===== src/rtl/pwm_ctrl_pkg.sv =====
// Shared types and default parameters for the PWM duty ramp controller.
// Optional abort support in the top is enabled by defining PWM_CTRL_ABORT_EN.
package pwm_ctrl_pkg;

   localparam int DUTY_W_DEF    = 4;
   localparam int DUTY_MAX_DEF  = 10;
   localparam int DUTY_INIT_DEF = 5;
   localparam int RAMP_DIV_DEF  = 4;

   typedef logic [DUTY_W_DEF-1:0] duty_t;

   typedef enum logic [1:0] {
      IDLE,
      RAMP_UP,
      RAMP_DOWN
   } state_t;

endpackage


===== src/rtl/pwm_duty_ramp_ctrl_if.sv =====
// Absolute duty-target command port (valid/ready) of the PWM duty ramp controller.
interface pwm_duty_ramp_ctrl_if
   import pwm_ctrl_pkg::*;
#(
   parameter int DUTY_W = DUTY_W_DEF
);
   logic              cmd_valid;
   logic [DUTY_W-1:0] cmd_duty;
   logic              cmd_ready;

   modport master (output cmd_valid, output cmd_duty, input cmd_ready);
   modport slave  (input cmd_valid, input cmd_duty, output cmd_ready);
endinterface


===== src/rtl/pwm_ramp_prescaler.sv =====
// Counts period_end pulses during a ramp and emits step_tick every RAMP_DIV periods.
module pwm_ramp_prescaler
   import pwm_ctrl_pkg::*;
#(
   parameter int RAMP_DIV = RAMP_DIV_DEF
) (
   input  logic clk,
   input  logic rst,
   input  logic period_end,
   input  logic en,
   input  logic load,
   input  logic clear,
   output logic step_tick
);
   localparam logic [3:0] LAST = 4'(RAMP_DIV - 1);

   logic [3:0] div_cnt;

   assign step_tick = en & period_end & (div_cnt == LAST);

   // NOTE: sequential state uses non-blocking assignments so every register samples pre-edge values.
   always_ff @(posedge clk or posedge rst) begin
      if (rst) begin
         div_cnt <= '0;
      end else if (clear) begin
         div_cnt <= '0;
      end else if (load) begin
         div_cnt <= LAST;
      end else if (en && period_end) begin
         div_cnt <= step_tick ? 4'd0 : div_cnt + 4'd1;
      end
   end

endmodule


===== src/rtl/pwm_duty_ramp_ctrl.sv =====
// Owns the live PWM duty and ramps it one step per RAMP_DIV periods toward the target.
// Define PWM_CTRL_ABORT_EN to add the abort input that freezes a ramp at its current duty.
module pwm_duty_ramp_ctrl
   import pwm_ctrl_pkg::*;
#(
   parameter int DUTY_W    = DUTY_W_DEF,
   parameter int DUTY_MAX  = DUTY_MAX_DEF,
   parameter int DUTY_INIT = DUTY_INIT_DEF,
   parameter int RAMP_DIV  = RAMP_DIV_DEF
) (
   input  logic              clk,
   input  logic              rst,
   input  logic              period_end,
   input  logic              inc_pulse,
   input  logic              dec_pulse,
`ifdef PWM_CTRL_ABORT_EN
   input  logic              abort,
`endif
   pwm_duty_ramp_ctrl_if.slave cmd,
   output logic [DUTY_W-1:0] duty_out,
   output logic              busy,
   output logic              sat
);
   localparam logic [DUTY_W-1:0] MAX_D  = DUTY_W'(DUTY_MAX);
   localparam logic [DUTY_W-1:0] INIT_D = DUTY_W'(DUTY_INIT);

   state_t            state_q, state_d;
   logic [DUTY_W-1:0] duty_q, duty_d;
   logic [DUTY_W-1:0] target_q, target_d;
   logic              sat_d;
   logic              cnt_load, cnt_clear, step_tick;

   pwm_ramp_prescaler #(.RAMP_DIV(RAMP_DIV)) u_prescaler (
      .clk        (clk),
      .rst        (rst),
      .period_end (period_end),
      .en         (busy),
      .load       (cnt_load),
      .clear      (cnt_clear),
      .step_tick  (step_tick)
   );

   // NOTE: every always_comb output gets a default first so no path can infer a latch.
   always_comb begin
      state_d   = state_q;
      duty_d    = duty_q;
      target_d  = target_q;
      sat_d     = 1'b0;
      cnt_load  = 1'b0;
      cnt_clear = 1'b0;
      case (state_q)
         IDLE: begin
            if (cmd.cmd_valid) begin
               cnt_clear = 1'b1;
               if (cmd.cmd_duty > MAX_D) begin
                  target_d = MAX_D;
                  sat_d    = 1'b1;
               end else begin
                  target_d = cmd.cmd_duty;
               end
               if (target_d > duty_q)      state_d = RAMP_UP;
               else if (target_d < duty_q) state_d = RAMP_DOWN;
            end else if (inc_pulse && !dec_pulse) begin
               if (duty_q < MAX_D) begin
                  target_d = duty_q + 1'b1;
                  cnt_load = 1'b1;
                  state_d  = RAMP_UP;
               end else begin
                  sat_d = 1'b1;
               end
            end else if (dec_pulse && !inc_pulse) begin
               if (duty_q != '0) begin
                  target_d = duty_q - 1'b1;
                  cnt_load = 1'b1;
                  state_d  = RAMP_DOWN;
               end else begin
                  sat_d = 1'b1;
               end
            end
         end
         RAMP_UP, RAMP_DOWN: begin
`ifdef PWM_CTRL_ABORT_EN
            if (abort) begin
               target_d  = duty_q;
               cnt_clear = 1'b1;
               state_d   = IDLE;
            end else
`endif
            if (step_tick) begin
               duty_d = (state_q == RAMP_UP) ? duty_q + 1'b1 : duty_q - 1'b1;
               if (duty_d == target_q) state_d = IDLE;
            end
         end
         default: state_d = IDLE;
      endcase
   end

   always_ff @(posedge clk or posedge rst) begin
      if (rst) begin
         state_q  <= IDLE;
         duty_q   <= INIT_D;
         target_q <= INIT_D;
         sat      <= 1'b0;
      end else begin
         state_q  <= state_d;
         duty_q   <= duty_d;
         target_q <= target_d;
         sat      <= sat_d;
      end
   end

   assign duty_out      = duty_q;
   assign cmd.cmd_ready = (state_q == IDLE);
   assign busy          = (state_q != IDLE);

endmodule


===== src/flat_wrapper.sv =====
// flat-port wrapper written by rule: the top's interface ports become plain ports
module pwm_duty_ramp_ctrl_flat import pwm_ctrl_pkg::*;
#(
   parameter int DUTY_W    = DUTY_W_DEF,
   parameter int DUTY_MAX  = DUTY_MAX_DEF,
   parameter int DUTY_INIT = DUTY_INIT_DEF,
   parameter int RAMP_DIV  = RAMP_DIV_DEF
)
  (clk, rst, period_end, inc_pulse, dec_pulse, duty_out, busy, sat, cmd_cmd_valid, cmd_cmd_duty, cmd_cmd_ready);
  pwm_duty_ramp_ctrl_if #(.DUTY_W(DUTY_W)) cmd_i ();
  input  logic clk;
  input  logic rst;
  input  logic period_end;
  input  logic inc_pulse;
  input  logic dec_pulse;
  output logic [DUTY_W-1:0] duty_out;
  output logic busy;
  output logic sat;
  input wire logic [$bits(cmd_i.cmd_valid)-1:0] cmd_cmd_valid;
  input wire logic [$bits(cmd_i.cmd_duty)-1:0] cmd_cmd_duty;
  output wire logic [$bits(cmd_i.cmd_ready)-1:0] cmd_cmd_ready;
  assign cmd_i.cmd_valid = cmd_cmd_valid;
  assign cmd_i.cmd_duty = cmd_cmd_duty;
  assign cmd_cmd_ready = cmd_i.cmd_ready;
  pwm_duty_ramp_ctrl #(.DUTY_W(DUTY_W), .DUTY_MAX(DUTY_MAX), .DUTY_INIT(DUTY_INIT), .RAMP_DIV(RAMP_DIV)) u_core (.clk(clk), .rst(rst), .period_end(period_end), .inc_pulse(inc_pulse), .dec_pulse(dec_pulse), .cmd(cmd_i), .duty_out(duty_out), .busy(busy), .sat(sat));
endmodule

===== config.mk =====
export PLATFORM = sky130hd
export DESIGN_NAME = pwm_duty_ramp_ctrl_flat
export DESIGN_NICKNAME = d
export VERILOG_FILES = /design/src/rtl/pwm_ctrl_pkg.sv /design/src/rtl/pwm_duty_ramp_ctrl_if.sv /design/src/rtl/pwm_ramp_prescaler.sv /design/src/rtl/pwm_duty_ramp_ctrl.sv /design/src/flat_wrapper.sv
export SDC_FILE = /design/constraint.sdc
export NUM_CORES = 1
export LEC_CHECK = 0
export CAP_MARGIN = 40
export CELL_PAD_IN_SITES_DETAIL_PLACEMENT = 1
export CELL_PAD_IN_SITES_GLOBAL_PLACEMENT = 2
export CORE_ASPECT_RATIO = 0.9
export CORE_MARGIN = 5
export CORE_UTILIZATION = 36
export DETAILED_ROUTE_END_ITERATION = 8
export PLACE_DENSITY_LB_ADDON = 0.1
export REMOVE_ABC_BUFFERS = 1
export SLEW_MARGIN = 20
export SYNTH_ARGS = -nofsm -noshare
export SYNTH_HDL_FRONTEND = slang
export SYNTH_SLANG_ARGS = --single-unit

===== constraint.sdc =====
create_clock -name clk -period 7 [get_ports clk]
set_input_delay 0.7 -clock clk [delete_from_list [all_inputs] [get_ports clk]]
set_output_delay 0.7 -clock clk [all_outputs]
set_load 0.02 [all_outputs]

==> metrics.csv <==
stage,metric,value,unit
outcome,status,"finished, final reports clean",
yosys,Mean Syn Cell Area,9.11,µm²
worst_setup_path,CP Buf/Inv Count,3,
route,Post-Route WL,3.15,mm
floorplan,Core Rows,20,
layout,area grow syn2layout,18.3,%
worst_setup_path,"Critical Path, Cell by Cell",inv_1 -> ha_1 -> inv_1 -> clkdlybuf4s50_1,
clock_network,quantity of gates resized following cts,0,
clock_network,H-tree Lvls,1,
placed_design,placed instance count,192,
clock_network,CTS root buffer,clkbuf_8,
floorplan,Starting Density,0.372,
worst_setup_path,Critical Path Max Stage Delay,560,ps
yosys,Yosys cell types,40,
floorplan,Die H,66.1,µm
yosys,Synth Register Bits,15,
clock_network,Post-CTS Hold Buffers,0,
grt,first-pass GRT wire length,5.56,mm
placed_design,# port buffers,16,
route,DRC Markers,0,
grt,initial antenna violation count,0,
route,total number of vias,1024,
yosys,ys async rst share,1.00,
sta,worst rel slew slack,0.588,
yosys,synthesized instance count,138,
clock_network,cts bufs inserted,3,
sta,final worst path period share,0.360,
worst_setup_path,data arrival time of the critical path,1820,ps
floorplan,IO Pins,17,
layout,"commonest cells after routing, fill and taps aside","nand2_1, clkdlybuf4s50_1, dfrtp_1",
sta,final setup vio count,0,
job,MaxCap Viol Count,0,
layout,non-filler instance count after layout,196,
worst_setup_path,CP endpoint kind,output pin,
yosys,Main synth FF type,dfrtp_1,
worst_setup_path,critical path class,reg -> out,
route,WL/cell,16.1,µm
layout,Fillers,406,
worst_setup_path,FF-to-FF setup slack,4690,ps
floorplan,Die Wd,72.3,µm
placed_design,RePlAce Congestion,0.773,
placed_design,hpwl dp,2.59,mm
grt,vias in the first global route,1109,
clock_network,CTS max path bufs,2,
route,routed vias/inst,5.22,
yosys,synthesized cell area,1260,µm²
sta,hold_ws,487,ps
worst_setup_path,Worst R2R End,u_core.state_q[1]$_DFFE_PP0P_,
sta,Fmax achieved,0.396,GHz
layout,share of post-route cells with drive strength above 1,0.0921,
worst_setup_path,cell repeated most along the worst path,inv_1,
grt,GRT overflow,0,
worst_setup_path,"CP delay by family, top",buffers and inverters,
grt,largest net degree at the start of global routing,17,
worst_setup_path,R2R depth,6,
yosys,Yosys top cell area share,0.219,
pwr,Pwr Density,425,nW/µm²
sta,Fin. Hold Viols,0,
hold_path,hold path endpoint,u_core.target_q[2]$_DFFE_PP1P_,
worst_setup_path,CP max-delay cell,clkdlybuf4s50_1,
hold_path,hold path start,u_core.target_q[2]$_DFFE_PP1P_,
hold_path,hold crit path type,reg -> reg,
hold_path,Worst Hold Depth,2,
floorplan,core footprint,3380,µm²
clock_network,CTS tree,yes,
sta,TNS Setup,0,ps
grt,gr usage total,0.150,
yosys,Yosys Warn Count,0,
pwr,Pleak,0.631,nW
layout,# diodes,0,
worst_setup_path,Worst EP required,6300,ps
route,drt pass-1 iters,4,
worst_setup_path,startpoint types,register,
pwr,worst vdd ir,181,µV
yosys,top post-synthesis cells by area,"dfrtp_1, ha_1, dfstp_2, xnor2_1, nand2_1",
clock_network,Num Clock Sinks,15,
clock_network,worst skew pair latency,260,ps
route,post-route antenna net violation count,0,
route,DRT iter0 DRCs,11,
sta,worst-margin pin slew,616,ps
yosys,post-synthesis sequential area ratio,0.302,
worst_setup_path,crit-path max FO,11,
yosys,"EDFF count, synth",0,
sta,Max Slew Vio Count,0,
sta,unrepaired setup endpoints after global routing,false,
clock_network,number of setup buffers added after CTS,0,
sta,Period minus WS final,2520,ps
worst_setup_path,reg-to-reg startpoint,u_core.duty_out[0]$_DFFE_PP1P_,
sta,Fin Clk Skew,13.1,ps
yosys,cell taking the most area after synthesis,dfrtp_1,
layout,Final #Nets,173,
clock_network,clock-pin slew on the worst setup and hold paths,70,ps
floorplan,Die ar.,4780,µm²
[cell usage after synthesis, types with 3 or more instances]
| master | n |
|---|---|
| a21oi_1 | 7 |
| clkbuf_1 | 4 |
| dfrtp_1 | 11 |
| dfstp_2 | 4 |
| ha_1 | 10 |
| inv_1 | 10 |
| mux2i_1 | 5 |
| nand2_1 | 16 |
| nand4_1 | 3 |
| nor2_1 | 8 |
| nor2b_1 | 3 |
| o211ai_1 | 4 |
| o21a_1 | 5 |
| o21ai_1 | 7 |
| xnor2_1 | 7 |
| xor2_1 | 5 |
[state kept, by name, summed over array words and instances, names as in the netlist]
name                        cells
u_core.duty_out                 4
u_core.sat                      1
u_core.target_q                 4
u_core.state_q                  2
u_core.u_prescaler.div_cnt      4
[logic make-up after synthesis]
logic type,count (synthesis),synth area share
DFF,15,0.302
adders and majority gates,10,0.0995
muxes,5,0.0398
xor gates and xnor gates,13,0.102
and+or+nand+nor,44,0.205
AOI/OAI and AO/OA,35,0.196
buffers and inverters,16,0.0547
[per-stage QoR]
stage           util  total power [mW]  worst slack (ps)  cell area (µm²)
2_1_floorplan      -             0.449              4790             1230
3_5_place_dp   0.427             0.566              4240             1440
4_1_cts        0.440             0.641              4450             1490
5_1_grt        0.440             0.689              4330             1490
3_3_place_gp   0.427             0.561              4290             1440
6_report       0.440             0.632              4480             1490
[per-layer routing]
layer,vias up,global-route usage,part of all wire
met2,11,0.249,0.47
met3,2,0.0350,0.029
li1,519,-,-
met1,492,0.203,0.50
met4,0,0.0141,0.0013
met5,-,0,0
[power breakdown]
| group | internal (mW) | switching (mW) | total (mW) | leakage [nW] |
|---|---|---|---|---|
| Combinational | 0.179 | 0.206 | 0.385 | 0.427 |
| Sequential | 0.129 | 0.0453 | 0.174 | 0.178 |
| Clock | 0.0395 | 0.0330 | 0.0725 | 0.0255 |
[how the worst max path moves through the flow]
stage,endpoint,from,depth (start not counted)
2_1_floorplan,u_core.state_q[0]$_DFFE_PP0P_,u_core.duty_out[0]$_DFFE_PP1P_,6
3_3_place_gp,u_core.state_q[0]$_DFFE_PP0P_,cmd_cmd_duty[3],8
5_1_grt,busy,u_core.state_q[1]$_DFFE_PP0P_,4
3_5_place_dp,u_core.state_q[0]$_DFFE_PP0P_,cmd_cmd_duty[3],8
6_report,busy,u_core.state_q[1]$_DFFE_PP0P_,4
4_1_cts,busy,u_core.state_q[1]$_DFFE_PP0P_,4
[tightest hold or removal path, delay by kind of cell (launching register included)]
| family | cells | cell delay, ps |
|---|---|---|
| AND/OR/NAND/NOR | 1 | 50 |
| AO/OA/AOI/OAI | 1 | 60 |
| flip-flops | 1 | 380 |
[cell type report]
| class | instances | area [µm²] | area share |
|---|---|---|---|
| Sequential cell | 15 | 380 | 0.256 |
| Clock buffer | 3 | 41.3 | 0.0278 |
| Clock inverter | 1 | 5.00 | 0.00336 |
| Timing Repair Buffer | 16 | 160 | 0.108 |
| Tap cell | 44 | 55.1 | 0.0370 |
| Multi-Input combinational cell | 107 | 808 | 0.543 |
| Inverter | 10 | 37.5 | 0.0252 |
No activity file was read; power rests on OpenSTA's default activity.
